--- src/rtl/instr_fetch_decode.sv ---
//==============================================================================
// Module      : instr_fetch_decode
// Description : CPU front end. Owns the PC, reads the synchronous instruction
//               memory, decodes opcode/dst/srcA/srcB, and resolves jmp and halt
//               locally. All other ops go to the datapath over a valid/ready
//               handshake. Conditional jumps then wait for the branch verdict.
//               Optional single-step gating when IFD_STEP_EN is defined.
// Revision    : 1.0 - initial release
//==============================================================================
`default_nettype none

module instr_fetch_decode #(
   parameter int                    ADDR_WIDTH  = 8,
   parameter int                    INSTR_WIDTH = 32,
   parameter logic [ADDR_WIDTH-1:0] START_PC    = 8'h00,
   parameter int                    CNT_WIDTH   = 16
) (
   input  logic                   Clk,
   input  logic                   Resetn,
   input  logic                   Start,
`ifdef IFD_STEP_EN
   input  logic                   Step,
`endif
   output logic                   imRdEn,
   output logic [ADDR_WIDTH-1:0]  imAddr,
   input  logic [INSTR_WIDTH-1:0] imData,
   output logic                   opValid,
   input  logic                   opReady,
   output logic [7:0]             opCode,
   output logic [7:0]             opDst,
   output logic [7:0]             opSrcA,
   output logic [7:0]             opSrcB,
   input  logic                   brValid,
   input  logic                   brTaken,
   output logic [ADDR_WIDTH-1:0]  pcOut,
   output logic                   Halted,
   output logic                   Illegal,
   output logic [CNT_WIDTH-1:0]   retireCnt
);

   typedef enum logic [2:0] {
      S_IDLE   = 3'd0,
      S_FETCH  = 3'd1,
      S_DECODE = 3'd2,
      S_ISSUE  = 3'd3,
      S_BRWAIT = 3'd4,
      S_HALT   = 3'd5
`ifdef IFD_STEP_EN
      ,S_STEP  = 3'd6
`endif
   } state_t;

   // State entered after an instruction retires and the next fetch is due.
`ifdef IFD_STEP_EN
   localparam state_t S_NEXT = S_STEP;
`else
   localparam state_t S_NEXT = S_FETCH;
`endif

   state_t                  state_q;
   logic [ADDR_WIDTH-1:0]   pc_q;
   logic [ADDR_WIDTH-1:0]   pc_inc_d;
   logic [ADDR_WIDTH-1:0]   jmp_tgt_d;
   logic [ADDR_WIDTH-1:0]   br_tgt_d;
   logic [INSTR_WIDTH-1:0]  ir_q;
   logic                    illegal_q;
   logic [CNT_WIDTH-1:0]    retire_q;
   logic [CNT_WIDTH-1:0]    retire_d;

   logic [7:0]              dec_op;
   logic                    dec_jmp;
   logic                    dec_halt;
   logic                    dec_issue;
   logic                    ir_is_br;

   // PC increment wraps naturally at all-ones; the counter does likewise.
   assign pc_inc_d  = pc_q + ADDR_WIDTH'(1);
   assign retire_d  = retire_q + CNT_WIDTH'(1);
   assign jmp_tgt_d = ADDR_WIDTH'(imData[23:16]);
   assign br_tgt_d  = ADDR_WIDTH'(ir_q[23:16]);

   // Decode classes of the word arriving from memory this cycle.
   assign dec_op    = imData[31:24];
   assign dec_jmp   = (dec_op == 8'h08);
   assign dec_halt  = (dec_op == 8'h0f);
   assign dec_issue = (dec_op <= 8'h0d) && !dec_jmp;
   assign ir_is_br  = (ir_q[31:24] == 8'h09) || (ir_q[31:24] == 8'h0a) ||
                      (ir_q[31:24] == 8'h0b);

   // Sequencer: PC, instruction register, illegal flag and retire counter.
   always_ff @(posedge Clk or negedge Resetn) begin
      if (!Resetn) begin
         state_q   <= S_IDLE;
         pc_q      <= START_PC;
         ir_q      <= '0;
         illegal_q <= 1'b0;
         retire_q  <= '0;
      end else begin
         case (state_q)
            S_IDLE: begin
               if (Start) begin
                  pc_q     <= START_PC;
                  retire_q <= '0;
                  state_q  <= S_FETCH;
               end
            end
            S_FETCH: begin
               state_q <= S_DECODE;
            end
            S_DECODE: begin
               if (dec_jmp) begin
                  pc_q     <= jmp_tgt_d;
                  retire_q <= retire_d;
                  state_q  <= S_NEXT;
               end else if (dec_halt) begin
                  retire_q <= retire_d;
                  state_q  <= S_HALT;
               end else if (dec_issue) begin
                  ir_q    <= imData;
                  state_q <= S_ISSUE;
               end else begin
                  // 0e and anything above 0f: stop without retiring.
                  illegal_q <= 1'b1;
                  state_q   <= S_HALT;
               end
            end
            S_ISSUE: begin
               if (opReady) begin
                  if (ir_is_br) begin
                     // Verdict arrives later; brValid this cycle is not looked at.
                     state_q <= S_BRWAIT;
                  end else begin
                     pc_q     <= pc_inc_d;
                     retire_q <= retire_d;
                     state_q  <= S_NEXT;
                  end
               end
            end
            S_BRWAIT: begin
               if (brValid) begin
                  pc_q     <= brTaken ? br_tgt_d : pc_inc_d;
                  retire_q <= retire_d;
                  state_q  <= S_NEXT;
               end
            end
            S_HALT: begin
               if (Start) begin
                  pc_q      <= START_PC;
                  illegal_q <= 1'b0;
                  retire_q  <= '0;
                  state_q   <= S_FETCH;
               end
            end
`ifdef IFD_STEP_EN
            S_STEP: begin
               if (Step) begin
                  state_q <= S_FETCH;
               end
            end
`endif
            default: begin
               state_q <= S_IDLE;
            end
         endcase
      end
   end

   // Outputs decode straight from registered state so reset clears them at once.
   assign imRdEn    = (state_q == S_FETCH);
   assign imAddr    = imRdEn ? pc_q : '0;
   assign opValid   = (state_q == S_ISSUE);
   assign opCode    = ir_q[31:24];
   assign opDst     = ir_q[23:16];
   assign opSrcA    = ir_q[15:8];
   assign opSrcB    = ir_q[7:0];
   assign pcOut     = pc_q;
   assign Halted    = (state_q == S_HALT);
   assign Illegal   = illegal_q;
   assign retireCnt = retire_q;

endmodule

`default_nettype wire

--- config.mk ---
export PLATFORM = sky130hd
export DESIGN_NAME = instr_fetch_decode
export DESIGN_NICKNAME = d
export VERILOG_FILES = /design/src/rtl/instr_fetch_decode.sv
export SDC_FILE = /design/constraint.sdc
export NUM_CORES = 1
export LEC_CHECK = 0
export BUFFER_PORTS_ARGS = -buffer_cell sky130_fd_sc_hd__buf_2
export CAP_MARGIN = 20
export CORE_ASPECT_RATIO = 0.7
export CORE_UTILIZATION = 46
export DETAILED_ROUTE_END_ITERATION = 6
export PLACE_DENSITY = 0.86
export SYNTH_ARGS = -nofsm -noshare
export SYNTH_HDL_FRONTEND = slang
export SYNTH_SLANG_ARGS = --single-unit
--- constraint.sdc ---
create_clock -name Clk -period 1.7 [get_ports Clk]
set_input_delay 0 -clock Clk [delete_from_list [all_inputs] [get_ports Clk]]
set_output_delay 0 -clock Clk [all_outputs]
set_load 0.03 [all_outputs]
==> metrics.txt, run 1 <==
status finished, violations left; failing checks negative setup slack; clock tree root driver cell clkbuf_8; DRC Markers 0; CTS Buf Count 9; Top-Level Pins 106; final wirelength 12520 µm; vias in the first global route 3571; die area 7443 µm²; EDFF count, synth 0; P_int 5.504 mW; H-tree depth 3; commonest non-fill, non-tap cell in the layout buf_2; Die Y-Extent a little over 70 µm; Setup crit start kind flip-flop; Max Cap Viol 0; Routed WL per cell 20.65 µm; port bufs 105; Clock Pin Slew Worst Setup and Hold Paths 80 ps; Top cell by count, worst path buf_4; cell taking the most area after synthesis dfrtp_1; P_leak between 2 and 3 nW; Antenna Nets Post-Route 0; post-synth cell types 54; CP top delay family buffers and inverters; Seq/Total Area, Yosys 45.99%; Cell Rows 25; initial cell density of the core 47.87%; setup_tns -10620 ps; Setup Crit Path Kind flip-flop to flip-flop; Avg Cell Area, Syn 10.33 µm²; Final Power approximately 10 mW; layout cells sized above 1 53.52%; fin. max-slew vios 0; gpl congestion approximately 0.86; Max clock buf depth 2; CP max stage delay 450 ps; PwrDens 1963 nW/µm²; worst-skew pair later-pin latency 350 ps; critical path data arrival time 2270 ps; Synth area leaders dfrtp_1 46%, mux2_2 10%, o21ai_0 4.1%, o31ai_1 2.8%, and2_1 2.7%; endpoints failing hold 0; Synth Register Bits 60; Required @ worst endpoint 1920 ps; Clock power frac 15.5%; Area Growth Syn to Fin 61.33%; grt ovf 0; Least-Margin Pin Slew 566.6 ps; fillers 416; Tmin final 2057 ps; fin nets 547; Mapped Cells about 320; synth warn 0; clk_skew 14.67 ps; Starting DRT DRC Count 505; P_sw between 4 and 5 mW; Flop pwr share 23.6%; ys async rst share 100.0%; r2r worst-path depth 9; worst min path class input port to flip-flop; RSZ-0062 raised after global routing yes; Slew Limit Headroom 62.23%; end of the critical path retireCnt[14]; Die W 102.7 µm; Slowest-stage cell, CP dfrtp_2; Critical Path End Type flip-flop; CTS sink count 60; dominant synthesized flop cell dfrtp_1; CP Launch Point state_q[0]; Finish-stage setup viols 62; CP cell instances buf_4, buf_4, xor2_2, nor2_2, buf_6, buf_12, a31oi_1, o31ai_1, o31ai_2; Final period util 121.0%; switch share a little under half; top cell type's share of synthesized area between 40% and 50%; core area between 6000 and 7000 µm²; Final WS setup -357.2 ps; # diodes 0; initial antenna violation count 0; worst r2r dst retireCnt[14]; hpwl dp approximately 6700 µm; largest net degree at the start of global routing 30; FF-to-FF setup slack -360 ps; vias per cell 6.216; stages on the worst setup path 9; global-route wire length before repair 17910 µm; Peak VDD IR 1132 µV; reg2reg start state_q[0]; commonest cells after routing, fill and taps aside 99 x buf_2, 55 x dfrtp_1, 53 x buf_4; Netlist Area Pre-Place 3264 µm²; GRT Overall Usage 32.26%; logic gate share of total power approximately three fifths; Fmax 486.1 MHz; DRT Pass-1 Iters 7; crit path buf inv count 4; CTS tree yes; worst-path maximum fanout 9; Vias ~3800; syn nets 356
-- sequential cells by signal (all words and copies together), names as in the netlist --
name	cells
ir_q	32
Illegal	1
state_q	3
pcOut	8
retireCnt	16
-- worst min-delay path, cell delays in order --
cell     delay [ps]
buf_2           160
nand2_1          70
nand2_1          50
o21ai_0          70
-- layer usage --
metal	up-vias	track usage, %	share of wire, %	wire length, µm
met3	80	9.249	11	1426
met4	0	16.19	4.3	533
li1	1571	-	-	-
met1	1777	40.80	40	4965
met2	339	50.74	45	5590
met5	-	0	0	0
-- power by group through the flow --
stage / logic, mW / clock network, mW / registers [mW]
after floorplan: 2.33 / 0 / 3.20
after global routing: 6.57 / 1.69 / 2.49
after detailed placement: 4.61 / 0 / 2.39
final: 6.29 / 1.61 / 2.44
after CTS: 5.44 / 1.59 / 2.38
after global placement: 4.50 / 0 / 2.35
-- cells in the mapped netlist, drive strengths merged, types with 2 or more instances --
| cell type | number |
|---|---|
| dfrtp | 60 |
| mux2 | 31 |
| o21ai | 27 |
| nand2 | 19 |
| o31ai | 18 |
| nand3 | 15 |
| and2 | 14 |
| nor2 | 12 |
| buf | 11 |
| a21oi | 9 |
| clkbuf | 9 |
| a31oi | 8 |
| and3 | 8 |
| o22ai | 7 |
| nor2b | 6 |
| inv | 5 |
| nor3b | 5 |
| a211oi | 4 |
| nand4 | 4 |
| nand4b | 4 |
| nor3 | 4 |
| nor4 | 4 |
| nand2b | 3 |
| a22oi | 2 |
| a2bb2oi | 2 |
| a32oi | 2 |
| ha | 2 |
| maj3 | 2 |
| nor4bb | 2 |
| o41ai | 2 |
| or3b | 2 |
-- per-stage QoR --
stage,hold WS (ps),setup slack [ps],utilization (%),std cells,instance area (µm²)
2_1_floorplan,-295.6,-122.2,-,316,3379
3_3_place_gp,13.13,-181.1,62.11,541,4235
3_5_place_dp,14.84,-293.4,62.11,541,4235
4_1_cts,4.712,-147.1,74.70,598,5094
5_1_grt,36.59,-406.7,77.23,606,5266
6_report,37.83,-357.2,77.23,606,5266
-- logic make-up after synthesis --
family / after synthesis / synth area share [%]
compound gates: 89 / 18.78
mux: 32 / 11.00
buf+inv: 25 / 3.756
xor+xnor: 1 / 0.2684
simple gates: 105 / 18.82
flops: 60 / 45.99
fa+ha+maj: 4 / 1.380
-- how the worst min path moves through the flow --
stage	startpoint	endpoint	slack (ps)	cells after the start
floorplan	Resetn	Illegal	-300	0
global placement	Resetn	retireCnt[9]	10	1
detailed placement	Resetn	retireCnt[9]	10	1
CTS	Start	Illegal	5	4
global route	Start	Illegal	40	4
finish	Start	Illegal	40	4
-- layout make-up --
| class | count | area, µm² | area share, % |
|---|---|---|---|
| Inverter | 5 | 21.27 | 0.4039 |
| Multi-Input combinational cell | 231 | 1956 | 37.13 |
| Clock inverter | 7 | 115.1 | 2.186 |
| Sequential cell | 60 | 1508 | 28.63 |
| Timing Repair Buffer | 200 | 1425 | 27.06 |
| Tap cell | 94 | 117.6 | 2.233 |
| Clock buffer | 9 | 123.9 | 2.352 |
-- what timing repair did --
action	CTS	global route
hold endpoints to repair	53	0
gates resized for setup	63	23
setup buffers	10	8
pin swaps	5	7
hold buffers	31	0
endpoints found under the setup margin	66	63
Power figures use the tool's default switching activity.
==> run 2: changes to the inputs <==
--- a/config.mk
+++ b/config.mk
@@ -8,9 +8,11 @@
 export BUFFER_PORTS_ARGS = -buffer_cell sky130_fd_sc_hd__buf_2
 export CAP_MARGIN = 20
 export CORE_ASPECT_RATIO = 0.7
-export CORE_UTILIZATION = 46
+export CORE_UTILIZATION = 51
 export DETAILED_ROUTE_END_ITERATION = 6
-export PLACE_DENSITY = 0.86
+export PLACE_DENSITY = 0.9
+export REMOVE_ABC_BUFFERS = 1
+export SKIP_LAST_GASP = 1
 export SYNTH_ARGS = -nofsm -noshare
 export SYNTH_HDL_FRONTEND = slang
 export SYNTH_SLANG_ARGS = --single-unit
==> constraint.sdc (replaced) <==
create_clock -name Clk -period 2.3 [get_ports Clk]
set_input_delay 0 -clock Clk [delete_from_list [all_inputs] [get_ports Clk]]
set_output_delay 0 -clock Clk [all_outputs]
set_load 0.03 [all_outputs]
==> metrics.txt, run 2 (same netlist as run 1, synthesis figures left out) <==
status finished, violations left (unchanged); failing checks design-rule violations (was negative setup slack); die area 6730 µm² (was 7443 µm²); hpwl dp 6369 µm (was 6719 µm); DRT Pass-1 Iters 7 (unchanged); Max clock buf depth 2 (unchanged); GRT Overall Usage 29.58% (was 32.26%); Cell Rows 23 (was 25); Final Power 5.970 mW (was 10.34 mW); fillers 394 (was 416); hold depth 4 (unchanged); Vias 3221 (was 3767); worst r2r dst pcOut[5] (was retireCnt[14]); CP Launch Point state_q[1] (was state_q[0]); endpoints failing hold 0 (unchanged); initial cell density of the core 54.80% (was 47.87%); fin cells 539 (was 606); logic gate share of total power 53.2% (was 60.9%); Setup Crit Path Kind flip-flop to flip-flop (unchanged); P_int 3.121 mW (was 5.504 mW); PwrDens 1348 nW/µm² (was 1963 nW/µm²); Finish-stage setup viols 0 (was 62); fin. max-slew vios 0 (unchanged); worst-path maximum fanout 20 (was 9); commonest cells after routing, fill and taps aside 105 x buf_2, 59 x dfrtp_1, 31 x dlygate4sd3_1 (was 99 x buf_2, 55 x dfrtp_1, 53 x buf_4); Placed Area 3900 µm² (was 4235 µm²); Flop pwr share 30.1% (was 23.6%); fin nets 499 (was 547); Setup crit start kind flip-flop (unchanged); r2r worst-path depth 6 (was 9); Least-Margin Pin Slew 515.3 ps (was 566.6 ps); Clock Pin Slew Worst Setup and Hold Paths 80 ps (about the same); FF-to-FF setup slack 170 ps (was -360 ps); CTS sink count 60 (unchanged); # diodes 0 (unchanged); Die Y-Extent 68.94 µm (was 72.48 µm); CTS Buf Count 9 (unchanged); clk_skew 10.25 ps (was 14.67 ps); largest reg by FF count ir_q (unchanged); Peak VDD IR 774.2 µV (was 1132 µV); pre-CTS setup slack 148.8 ps (was -293.4 ps); Routed WL per cell 17.56 µm (was 20.65 µm); DP Cell Count 492 (was 541); H-tree depth 3 (unchanged); Top-Level Pins 106 (unchanged); Fmax 470.5 MHz (was 486.1 MHz); final wirelength 9464 µm (was 12520 µm); RSZ-0062 raised after global routing no (was yes); Final Cell Area 4428 µm² (was 5266 µm²); port bufs 105 (unchanged); commonest non-fill, non-tap cell in the layout buf_2 (unchanged); Area Growth Syn to Fin 35.65% (was 61.33%); Slew Limit Headroom 65.58% (was 62.23%); reg2reg start state_q[1] (was state_q[0]); critical hold path startpoint Start (unchanged); clock tree root driver cell clkbuf_8 (unchanged); P_sw 2.849 mW (was 4.833 mW); DRC Markers 12 (was 0); worst min path class input port to flip-flop (unchanged); Final period util 92.42% (was 121.0%); largest net degree at the start of global routing 35 (was 30); end of the critical path pcOut[5] (was retireCnt[14]); critical path data arrival time 2370 ps (was 2270 ps); initial antenna violation count 0 (unchanged); Clock power frac 16.7% (was 15.5%); Starting DRT DRC Count 363 (was 505); Critical Path End Type flip-flop (unchanged); Final WS setup 174.4 ps (was -357.2 ps); gpl congestion 0.9164 (was 0.8584); P_leak 2.196 nW (was 2.561 nW); Max Cap Viol 0 (unchanged); core area 5957 µm² (was 6819 µm²); global-route wire length before repair 15340 µm (was 17910 µm); switch share 47.73% (was 46.75%); Antenna Nets Post-Route 0 (unchanged); layout cells sized above 1 39.44% (was 53.52%); vias in the first global route 3171 (was 3571); grt ovf 0 (unchanged); setup_tns 0 ps (was -10620 ps); Tmin final 2126 ps (was 2057 ps); worst-skew pair later-pin latency 340 ps (was 350 ps); vias per cell 5.976 (was 6.216); Largest register FFs 32 (unchanged); Required @ worst endpoint 2540 ps (was 1920 ps); Die W 97.63 µm (was 102.7 µm); CTS tree yes (unchanged)
## run 2: how the worst min path moves through the flow
stage	to	slack (ps)
floorplan	Illegal	-300
global placement	ir_q[26]	-40
detailed placement	ir_q[27]	-40
CTS	Illegal	10
global route	Illegal	40
finish	Illegal	20
## run 2: area by class of cell
cell class	count	area [µm²]	share of cell area, %
Multi-Input combinational cell	231	1647	37.19
Sequential cell	60	1503	33.94
Timing Repair Buffer	152	955.9	21.59
Clock buffer	11	151.4	3.419
Tap cell	75	93.84	2.119
Clock inverter	5	58.81	1.328
Inverter	5	18.77	0.4238
## run 2: what timing repair did
item	in CTS	in global routing
hold buffers	31	0
setup endpoints to repair	0	5
buffers inserted	0	0
endpoints found under the hold margin	48	0
resized for setup	0	2
## run 2: power by group through the flow
stage	combinational [mW]	clock [mW]	sequential, mW
after floorplan	1.34	0	2.44
after global placement	2.97	0	1.76
after detailed placement	3.07	0	1.79
after CTS	3.12	1.01	1.78
after global routing	3.41	1.04	1.85
final	3.17	0.998	1.80
## run 2: critical path, stage by stage (launching register included)
cell and delay, ps:
dfrtp_2 500, buf_4 240, or3b_2 510, a2bb2oi_2 200
nor3b_1 300, a211oi_1 90, o21ai_0 170
## run 2: through the flow
step	util, %	hold WS [ps]
floorplan	-	-295.6
detailed placement	65.47	-36.64
CTS	74.21	11.64
global placement	65.47	-40.59
finish	74.33	15.84
global route	74.33	38.65
## run 2: per-layer routing
| metal | vias up | part of all wire [%] | GRT usage (%) |
|---|---|---|---|
| met3 | 19 | 9.7 | 8.569 |
| met1 | 1534 | 42 | 37.78 |
| met4 | 0 | 1.7 | 10.98 |
| li1 | 1473 | - | - |
| met5 | - | 0 | 0 |
| met2 | 195 | 46 | 48.85 |
==> run 3: changes to the inputs <==
--- a/config.mk
+++ b/config.mk
@@ -5,13 +5,15 @@
 export SDC_FILE = /design/constraint.sdc
 export NUM_CORES = 1
 export LEC_CHECK = 0
-export BUFFER_PORTS_ARGS = -buffer_cell sky130_fd_sc_hd__buf_2
+export ABC_AREA = 1
 export CAP_MARGIN = 20
 export CORE_ASPECT_RATIO = 0.7
-export CORE_UTILIZATION = 51
+export CORE_UTILIZATION = 55
 export DETAILED_ROUTE_END_ITERATION = 6
-export PLACE_DENSITY = 0.9
+export DONT_BUFFER_PORTS = 1
+export PLACE_DENSITY = 0.8
 export REMOVE_ABC_BUFFERS = 1
+export SKIP_CTS_REPAIR_TIMING = 1
 export SKIP_LAST_GASP = 1
 export SYNTH_ARGS = -nofsm -noshare
 export SYNTH_HDL_FRONTEND = slang
==> metrics.txt, run 3 <==
status finished, violations left (unchanged); failing checks negative hold slack (was design-rule violations); Vias 3242 (was 3221); Largest register FFs 32 (unchanged); Slew Limit Headroom 58.91% (was 65.58%); Tmin final 1820 ps (was 2126 ps); DRT Pass-1 Iters 5 (was 7); Hold Slack -10.05 ps (was 15.84 ps); final wirelength 8654 µm (was 9464 µm); initial antenna violation count 0 (unchanged); Max Cap Viol 0 (unchanged); layout cells sized above 1 7.170% (was 39.44%); post-synth cell types 27 (was 54); Critical Path End Type output pin (was flip-flop); Mapped Cells 490 (was 316); Final Power 5.764 mW (was 5.970 mW); Synth Register Bits 60 (unchanged); Clock Pin Slew Worst Setup and Hold Paths 70 ps (was 80 ps); largest net degree at the start of global routing 61 (was 35); fillers 451 (was 394); Peak VDD IR 870.0 µV (was 774.2 µV); Slowest-stage cell, CP nor2_1 (was or3b_2); count leader, synth nand2_1 (was dfrtp_1); busiest grt layer met2 (unchanged); vias in the first global route 2696 (was 3171); cell taking the most area after synthesis dfrtp_1 (unchanged); Routed WL per cell 14.30 µm (was 17.56 µm); top cell type's share of synthesized area 44.18% (was 45.99%); M1 GR Usage 35.42% (was 37.78%); Synth area leaders dfrtp_1 44%, nand2_1 25%, nor2_1 7.0%, inv_1 4.9%, nand3_1 3.2% (was dfrtp_1 46%, mux2_2 10%, o21ai_0 4.1%, o31ai_1 2.8%, and2_1 2.7%); met2 usage 39.55% (was 48.85%); Die Y-Extent 67.77 µm (was 68.94 µm); met3 Use GR 9.797% (was 8.569%); Post-synth top cells 222 x nand2_1, 63 x nor2_1, 60 x dfrtp_1 (was 60 x dfrtp_1, 29 x mux2_2, 27 x o21ai_0); GRT Overall Usage 26.32% (was 29.58%); CTS tree yes (unchanged); pre-CTS setup slack 520.6 ps (was 148.8 ps); critical path data arrival time 1820 ps (was 2370 ps); CTS Buf Count 9 (unchanged); die area 6502 µm² (was 6730 µm²); PwrDens 1442 nW/µm² (was 1348 nW/µm²); fin. max-slew vios 0 (unchanged); Cell Rows 23 (unchanged); CP cell instances inv_1, nor2_1, nand2_1, buf_4, nor2_1 (was buf_4, or3b_2, a2bb2oi_2, nor3b_1, a211oi_1, o21ai_0); worst-skew pair later-pin latency 330 ps (was 340 ps); fin nets 565 (was 499); Area Growth Syn to Fin 17.64% (was 35.65%); clock tree root driver cell clkbuf_8 (unchanged); Setup Crit Path Kind flip-flop to output pin (was flip-flop to flip-flop); gpl congestion 0.9309 (was 0.9164); synth warn 0 (unchanged); largest reg by FF count ir_q (unchanged); Top-Level Pins 106 (unchanged); DRC Markers 0 (was 12); endpoints failing hold 2 (was 0); worst min path class input port to flip-flop (unchanged); Least-Margin Pin Slew 614.1 ps (was 515.3 ps); Required @ worst endpoint 2300 ps (was 2540 ps); EDFF count, synth 0 (unchanged); port bufs 0 (was 105); worst-path maximum fanout 10 (was 20); Final WS setup 480.4 ps (was 174.4 ps); ys async rst share 100.0% (unchanged); Netlist Area Pre-Place 3398 µm² (was 3264 µm²); Fmax 549.6 MHz (was 470.5 MHz); H-tree depth 3 (unchanged); Setup crit start kind flip-flop (unchanged); commonest non-fill, non-tap cell in the layout nand2_1 (was buf_2); Max clock buf depth 2 (unchanged); Avg Cell Area, Syn 6.935 µm² (was 10.33 µm²); CP max stage delay 480 ps (was 510 ps); Finish-stage setup viols 0 (unchanged); core area 5842 µm² (was 5957 µm²); # diodes 0 (unchanged); clk_skew 5.817 ps (was 10.25 ps); CTS sink count 60 (unchanged); initial cell density of the core 58.17% (was 54.80%); Final period util 79.11% (was 92.42%); Antenna Nets Post-Route 0 (unchanged); grt ovf 0 (unchanged); setup_tns 0 ps (unchanged); Starting DRT DRC Count 213 (was 363); global-route wire length before repair 12750 µm (was 15340 µm); P_leak 2.072 nW (was 2.196 nW); Top cell by count, worst path nor2_1; FF-to-FF setup slack 490 ps (was 170 ps); dominant synthesized flop cell dfrtp_1 (unchanged); Seq/Total Area, Yosys 44.18% (was 45.99%); commonest cells after routing, fill and taps aside 222 x nand2_1, 63 x nor2_1, 60 x dfrtp_1 (was 105 x buf_2, 59 x dfrtp_1, 31 x dlygate4sd3_1); RSZ-0062 raised after global routing no (unchanged); vias per cell 5.359 (was 5.976); Die W 95.95 µm (was 97.63 µm); hpwl dp 6052 µm (was 6369 µm)
==> run 3: changes by cell type after synthesis, moves of 12 or more <==
cell / before / now
nor2_1: 11 / 63
o31ai_1: 12 / 0
and2_1: 14 / 1
o21ai_0: 27 / 15
nand2_1: 19 / 222
mux2_2: 29 / 0
inv_1: 4 / 44
==> run 3: area by class of cell <==
cell class / count / area [µm²] / area share, %
clock inverters: 7 / 101.3 / 2.535
inverters: 47 / 176.4 / 4.413
multi-input cells: 372 / 1645 / 41.16
repair buffers: 35 / 355.3 / 8.889
clock buffers: 9 / 123.9 / 3.099
flip-flops and latches: 60 / 1501 / 37.56
well taps: 75 / 93.84 / 2.347
==> run 3: worst paths after layout <==
path,depth (start not counted),endpoint,start
hold / removal,4,pcOut[3],imData[19]
min in group asynchronous,2,ir_q[19],Resetn
setup / recovery,5,imAddr[1],state_q[0]
max in group asynchronous,2,retireCnt[0],Resetn
setup reg to reg,9,retireCnt[7],state_q[2]
hold reg to reg,2,state_q[0],state_q[0]
==> run 3: cells by family after synthesis <==
| family | Yosys count | synth area share, % |
|---|---|---|
| and+or+nand+nor | 331 | 40.32 |
| DFF | 60 | 44.18 |
| buffers and inverters | 58 | 7.400 |
| AOI/OAI and AO/OA | 30 | 5.044 |
| xor gates and xnor gates | 9 | 2.320 |
| adders and majority gates | 2 | 0.7363 |
==> run 3: power breakdown <==
| part | total, mW | internal (mW) | switching, mW |
|---|---|---|---|
| clock | 1.05 | 0.614 | 0.437 |
| combinational | 2.10 | 0.623 | 1.48 |
| sequential | 2.61 | 1.45 | 1.16 |
| total | 5.76 | 2.69 | 3.07 |
==> run 3: per-stage QoR <==
step	utilization [%]	area, µm²	hold WS, ps	instances
after global placement	59.13	3455	-294.2	559
after detailed placement	59.13	3455	-294.4	559
after floorplan	-	3323	-295.6	479
after CTS	62.99	3680	-659.4	575
after global routing	68.43	3998	21.23	605
final	68.43	3998	-10.05	605
==> run 3: layer usage <==
metal  up-vias  part of all wire [%]
met1      1493                    44
met5         -                     0
li1       1583                     -
met2       145                    45
met4         0                   2.5
met3        21                   8.8
==> run 3: worst max-delay path: cells and delay by family, from the launching register on <==
kind	cells	cell delay [ps]
buf+inv	2	270
flops	1	460
simple gates	3	760
